<file path="src/rtl/conv2d_sched.sv">
// Conv2D job scheduler: weight reads, per-pixel halo-aware ifm window reads, one-entry result write buffer; comp_start one cycle after accepted start.
// Reads stall on rd_req_ready and are held off while the write buffer is full; optional CONV2D_SCHED_PERF_EN adds perf_cycles.
module conv2d_sched #(
  parameter int AWIDTH = 32,
  parameter int DWIDTH = 32,
  parameter int WT_DIM = 3
) (
  input  logic              clk,
  input  logic              rst,
  input  logic              start,
  output logic              idle,
  output logic              done,
  input  logic [31:0]       fm_dim,
  input  logic [AWIDTH-1:0] wt_base,
  input  logic [AWIDTH-1:0] ifm_base,
  input  logic [AWIDTH-1:0] ofm_base,
  output logic              comp_start,
  output logic [31:0]       x,
  output logic [31:0]       y,
  output logic [31:0]       comp_fm_dim,
  input  logic [DWIDTH-1:0] comp_wdata,
  input  logic              comp_wdata_valid,
  output logic              rd_req_valid,
  input  logic              rd_req_ready,
  output logic [AWIDTH-1:0] rd_req_addr,
  output logic              wr_req_valid,
  input  logic              wr_req_ready,
  output logic [AWIDTH-1:0] wr_req_addr,
  output logic [DWIDTH-1:0] wr_req_data
`ifdef CONV2D_SCHED_PERF_EN
  ,
  output logic [31:0]       perf_cycles
`endif
);

  localparam int WT_SIZE = WT_DIM * WT_DIM;
  localparam int HALF    = WT_DIM / 2;
  localparam int CW      = $clog2(WT_SIZE + 1);

  typedef enum logic [2:0] {
    IDLE,
    RD_WT,
    RD_FM,
    WAIT_OUT,
    FLUSH,
    DONE
  } state_t;

  typedef struct packed {
    logic [31:0]       fm_dim;
    logic [AWIDTH-1:0] wt_base;
    logic [AWIDTH-1:0] ifm_base;
    logic [AWIDTH-1:0] ofm_base;
  } cfg_t;

  state_t            state, state_nxt;
  cfg_t              cfg;
  logic [CW-1:0]     k, m, n;
  logic              wbuf_full;

  logic              start_acc;
  logic              rd_hs;
  logic              wt_last;
  logic              cell_done;
  logic              cell_last;
  logic              capture;
  logic              last_pixel;
  logic              halo;
  logic signed [33:0] idx, idy, fm_dim_s;
  logic [63:0]       fm_lin, out_lin;
  logic [AWIDTH-1:0] wt_addr, fm_addr, out_addr;

  // Window coordinates relative to the current output pixel, kept signed so the
  // top/left halo shows up as negative.
  always_comb begin
    fm_dim_s = $signed({2'b00, cfg.fm_dim});
    idx      = $signed({2'b00, x}) + $signed(34'(n)) - 34'(HALF);
    idy      = $signed({2'b00, y}) + $signed(34'(m)) - 34'(HALF);
    halo     = idx[33] | idy[33] | (idx >= fm_dim_s) | (idy >= fm_dim_s);
    fm_lin   = 64'(idy[31:0]) * 64'(cfg.fm_dim) + 64'(idx[31:0]);
    out_lin  = 64'(y) * 64'(cfg.fm_dim) + 64'(x);
    fm_addr  = cfg.ifm_base + AWIDTH'(fm_lin << 2);
    out_addr = cfg.ofm_base + AWIDTH'(out_lin << 2);
    wt_addr  = cfg.wt_base + AWIDTH'({k, 2'b00});
  end

  assign start_acc   = (state == IDLE) & start;
  assign rd_hs       = rd_req_valid & rd_req_ready;
  assign wt_last     = (k == CW'(WT_SIZE - 1));
  assign cell_done   = (state == RD_FM) & (halo | rd_hs);
  assign cell_last   = (m == CW'(WT_DIM - 1)) & (n == CW'(WT_DIM - 1));
  assign capture     = (state == WAIT_OUT) & comp_wdata_valid;
  assign last_pixel  = (x == cfg.fm_dim - 32'd1) & (y == cfg.fm_dim - 32'd1);
  assign wr_req_valid = wbuf_full;
  assign comp_fm_dim  = cfg.fm_dim;

  always_ff @(posedge clk or posedge rst) begin
    if (rst) state <= IDLE;
    else     state <= state_nxt;
  end

  always_comb begin
    state_nxt    = state;
    idle         = 1'b0;
    done         = 1'b0;
    rd_req_valid = 1'b0;
    rd_req_addr  = '0;
    case (state)
      IDLE: begin
        idle = 1'b1;
        if (start) state_nxt = RD_WT;
      end
      RD_WT: begin
        rd_req_valid = 1'b1;
        rd_req_addr  = wt_addr;
        if (rd_hs && wt_last) state_nxt = RD_FM;
      end
      RD_FM: begin
        // A full write buffer blocks the center read, so compute cannot overrun it.
        rd_req_valid = ~halo & ~wbuf_full;
        rd_req_addr  = rd_req_valid ? fm_addr : '0;
        if (cell_done && cell_last) state_nxt = WAIT_OUT;
      end
      WAIT_OUT: begin
        if (comp_wdata_valid) state_nxt = last_pixel ? FLUSH : RD_FM;
      end
      FLUSH: begin
        if (!wbuf_full) state_nxt = DONE;
      end
      DONE: begin
        done      = 1'b1;
        state_nxt = IDLE;
      end
      default: state_nxt = IDLE;
    endcase
  end

  always_ff @(posedge clk or posedge rst) begin
    if (rst) begin
      cfg         <= '0;
      k           <= '0;
      m           <= '0;
      n           <= '0;
      x           <= '0;
      y           <= '0;
      comp_start  <= 1'b0;
      wbuf_full   <= 1'b0;
      wr_req_addr <= '0;
      wr_req_data <= '0;
    end else begin
      comp_start <= start_acc;

      if (start_acc) begin
        cfg.fm_dim   <= fm_dim;
        cfg.wt_base  <= wt_base;
        cfg.ifm_base <= ifm_base;
        cfg.ofm_base <= ofm_base;
        k <= '0;
        m <= '0;
        n <= '0;
        x <= '0;
        y <= '0;
      end

      if (state == RD_WT && rd_hs) k <= wt_last ? '0 : k + CW'(1);

      if (cell_done) begin
        if (n == CW'(WT_DIM - 1)) begin
          n <= '0;
          m <= (m == CW'(WT_DIM - 1)) ? '0 : m + CW'(1);
        end else begin
          n <= n + CW'(1);
        end
      end

      if (capture) begin
        wr_req_addr <= out_addr;
        wr_req_data <= comp_wdata;
        m <= '0;
        n <= '0;
        if (!last_pixel) begin
          if (x == cfg.fm_dim - 32'd1) begin
            x <= '0;
            y <= y + 32'd1;
          end else begin
            x <= x + 32'd1;
          end
        end
      end

      if (capture)                        wbuf_full <= 1'b1;
      else if (wbuf_full && wr_req_ready) wbuf_full <= 1'b0;
    end
  end

`ifdef CONV2D_SCHED_PERF_EN
  always_ff @(posedge clk or posedge rst) begin
    if (rst)                 perf_cycles <= '0;
    else if (start_acc)      perf_cycles <= '0;
    else if (state != IDLE)  perf_cycles <= perf_cycles + 32'd1;
  end
`endif

endmodule
</file>
<file path="config.mk">
export PLATFORM = sky130hd
export DESIGN_NAME = conv2d_sched
export DESIGN_NICKNAME = d
export VERILOG_FILES = /design/src/rtl/conv2d_sched.sv
export SDC_FILE = /design/constraint.sdc
export NUM_CORES = 2
export LEC_CHECK = 0
export CAP_MARGIN = 25
export CORE_MARGIN = 3
export CORE_UTILIZATION = 40
export CTS_CLUSTER_SIZE = 25
export DETAILED_ROUTE_END_ITERATION = 6
export PLACE_DENSITY_LB_ADDON = 0.25
export SLEW_MARGIN = 10
export SYNTH_ARGS = -nofsm -noshare
export SYNTH_HDL_FRONTEND = slang
export SYNTH_SLANG_ARGS = --single-unit
export TNS_END_PERCENT = 100
</file>
<file path="constraint.sdc">
create_clock -name clk -period 38.2 [get_ports clk]
set_clock_uncertainty 0.05 [all_clocks]
set_input_delay 3.82 -clock clk [delete_from_list [all_inputs] [get_ports clk]]
set_output_delay 3.82 -clock clk [all_outputs]
set_load 0.02 [all_outputs]
</file>
==> metrics <==
status=completed; CTS Root Cell=clkbuf_16; Post-synth ARST share=1.000; RR Startpoint=comp_fm_dim[9]; H-tree Lvls=2; Netlist cell types=84; DR vias/cell=5.376; storage element area=0.006842 mm^2; aggregate negative setup slack=0 ns; crit end category=output pin; worst skew pair latency=0.65 ns; commonest non-fill, non-tap cell in the layout=nand2_1; post-CTS setup buffers=0; P&R area growth vs syn=13.22%; Final Slew Violations=0; antenna violations before repair=4; Critical R2R Capture=wr_req_addr[31]; share of post-route cells with drive strength above 1=0.03636; largest net degree at the start of global routing=116; Worst R2R Path Depth=29; Die Y-Extent=361.8 um; WL/cell=22.65 um; Seq/Total Area, Yosys=0.1349; Post-Syn Area per Cell=8.383 um^2; Worst EP required=34.33 ns; vias in the first global route=43571; antenna viol nets, final=0; I/O pin cnt=363; Crit path top cell by count=fa_1; first-pass GRT wire length=273.4 mm; Reg2Reg Setup Slack=27.99 ns; RSZ-0062 raised after global routing=no; Slew HR=0.2530; Cells after Synth=6040; Crit Path Class=flip-flop to output pin; final setup fails=0; measured slew at the worst slew-check pin=1.112 ns; Reg clk slew, reported paths=0.07 ns; hold path startpoint=wr_req_data[6]; Worst EP arrival=13.48 ns; final hold violation count=0; CTS tree=built; Initial Utilization=0.4064; Crit-path slowest cell=xnor2_1; hold path depth=2; GRT overflow=0; largest incremental delay on the critical path=0.87 ns; worst hold-check path type=flip-flop to flip-flop; post_cts resized=0; deepest clock path buffer count=3; CP Max Fanout=21; Die ar.=0.1309 mm^2; final net count=7715; Post-synth EDFFs=0; Hold Buf Count CTS=0; GP Congestion=0.9863; hpwl dp=136.1 mm; max cap viols=0; Seq cells post-synth=273; DRC violations left=0; Finished Core Util=0.4601; Post-Route WL=179.8 mm; number of clock sinks=273; fin crit period=17.35 ns; core area=0.1246 mm^2; most frequent cells in the layout=nand2_1, inv_1, fa_1, ha_1, clkdlybuf4s50_1; highest clock rate=57.64 MHz; Cell Area, Synth=0.05063 mm^2; Startpoint Class=flip-flop; FP Rows=129; vias=42667; FILL cells=12272; area of the multi-input gates=0.03842 mm^2; IO buf count=362; ys flop type=dfrtp_1; total CTS buffers=38; chip width=361.8 um; DRT iter0 DRCs=3608; Hold Crit Endpoint=wr_req_data[6]; Final period util=0.4541; Yosys warnings=0; Pre-antenna DRT Iters=6; total track usage=0.2752; post-synth net total=7486
==> Yosys cell counts (8+ instances only) <==
cell type / count / area, um^2
a211o_1: 9 / 78.83
o31ai_1: 26 / 195.2
o211ai_1: 8 / 60.06
nor3_1: 45 / 225.2
nand2b_1: 35 / 219.0
o22ai_1: 26 / 162.7
ha_1: 515 / 6444
nand2_1: 1241 / 4658
buf_1: 29 / 108.9
dfrtp_1: 273 / 6832
a31oi_1: 26 / 162.7
inv_1: 1098 / 4121
clkbuf_1: 207 / 777.0
xnor2_1: 278 / 2435
a21oi_1: 145 / 725.7
a21o_1: 68 / 510.5
and3_1: 38 / 237.7
o21ai_0: 227 / 1136
buf_6: 10 / 112.6
nor2_1: 257 / 964.7
nor2b_1: 24 / 150.1
nand3_1: 74 / 370.4
a211oi_1: 12 / 90.09
xor2_1: 92 / 805.8
clkinv_1: 13 / 48.80
fa_1: 765 / 15310
o21a_1: 30 / 225.2
nor4_1: 18 / 112.6
o21bai_1: 29 / 217.7
o41ai_1: 10 / 87.58
a21boi_0: 11 / 82.58
or3_1: 14 / 87.58
and2_1: 182 / 1139
nand4_1: 42 / 262.8
o21ai_1: 16 / 80.08
buf_4: 34 / 255.2
==> final cells by class <==
class,count,area share
Multi-Input combinational cell,4367,0.6702
Sequential cell,273,0.1193
Timing Repair Buffer,475,0.07805
Inverter,1114,0.07316
Tap cell,1637,0.03573
Clock buffer,51,0.01849
Clock inverter,18,0.004954
Antenna cell,1,0.00004365
==> worst max-delay path, delay by kind of cell (launching register included) <==
family | cells | cell delay, ns
buffers and inverters | 9 | 1.95
AO/OA/AOI/OAI | 12 | 2.25
XOR/XNOR | 3 | 1.40
AND/OR/NAND/NOR | 6 | 1.48
adder cells (fa/ha/maj) | 12 | 4.88
flip-flops | 1 | 0.84
==> sequential cells by signal (all words and copies together) (netlist names) <==
signal,flops
wr_req_valid,1
y,32
k,4
comp_fm_dim,32
wr_req_data,32
comp_start,1
cfg,96
n,4
x,32
m,4
wr_req_addr,32
state,3
==> per-layer routing <==
layer | GRT usage | vias up | part of all wire
met5 | 0 | - | 0.00023
met4 | 0.08303 | 6 | 0.035
met3 | 0.07264 | 359 | 0.11
met2 | 0.4169 | 1946 | 0.43
met1 | 0.3859 | 21336 | 0.43
li1 | - | 19020 | -
==> worst max path at each step <==
stage | to | start | slack, ns
final | rd_req_addr[31] | y[1] | 20.85
after global routing | rd_req_addr[31] | y[1] | 20.39
after CTS | rd_req_addr[31] | y[1] | 20.99
after detailed placement | rd_req_addr[31] | y[1] | 21.72
after global placement | rd_req_addr[31] | y[1] | 21.87
after floorplan | rd_req_addr[31] | y[1] | 23.22
==> kinds of logic after synthesis <==
logic type,after synthesis,share of synthesized area
AO/OA/AOI/OAI,697,0.08550
XOR/XNOR,378,0.06748
adder cells (fa/ha/maj),1280,0.4297
buffers and inverters,1400,0.1079
flip-flops,273,0.1349
multiplexers,2,0.0003954
AND/OR/NAND/NOR,2010,0.1741
==> stage by stage <==
step           setup slack (ns)  instance area [um^2]  hold slack (ns)  instances
2_1_floorplan             23.22                 50630           0.3886       6040
3_3_place_gp              21.87                 55950           0.4067       7862
3_5_place_dp              21.72                 55970           0.4114       7864
4_1_cts                   20.99                 57320           0.4254       7933
5_1_grt                   20.39                 57330           0.4524       7935
6_report                  20.85                 57330           0.4215       7936
Power is not shown: default switching activity piles up to over one toggle a cycle in this logic, so the estimate is an artifact.
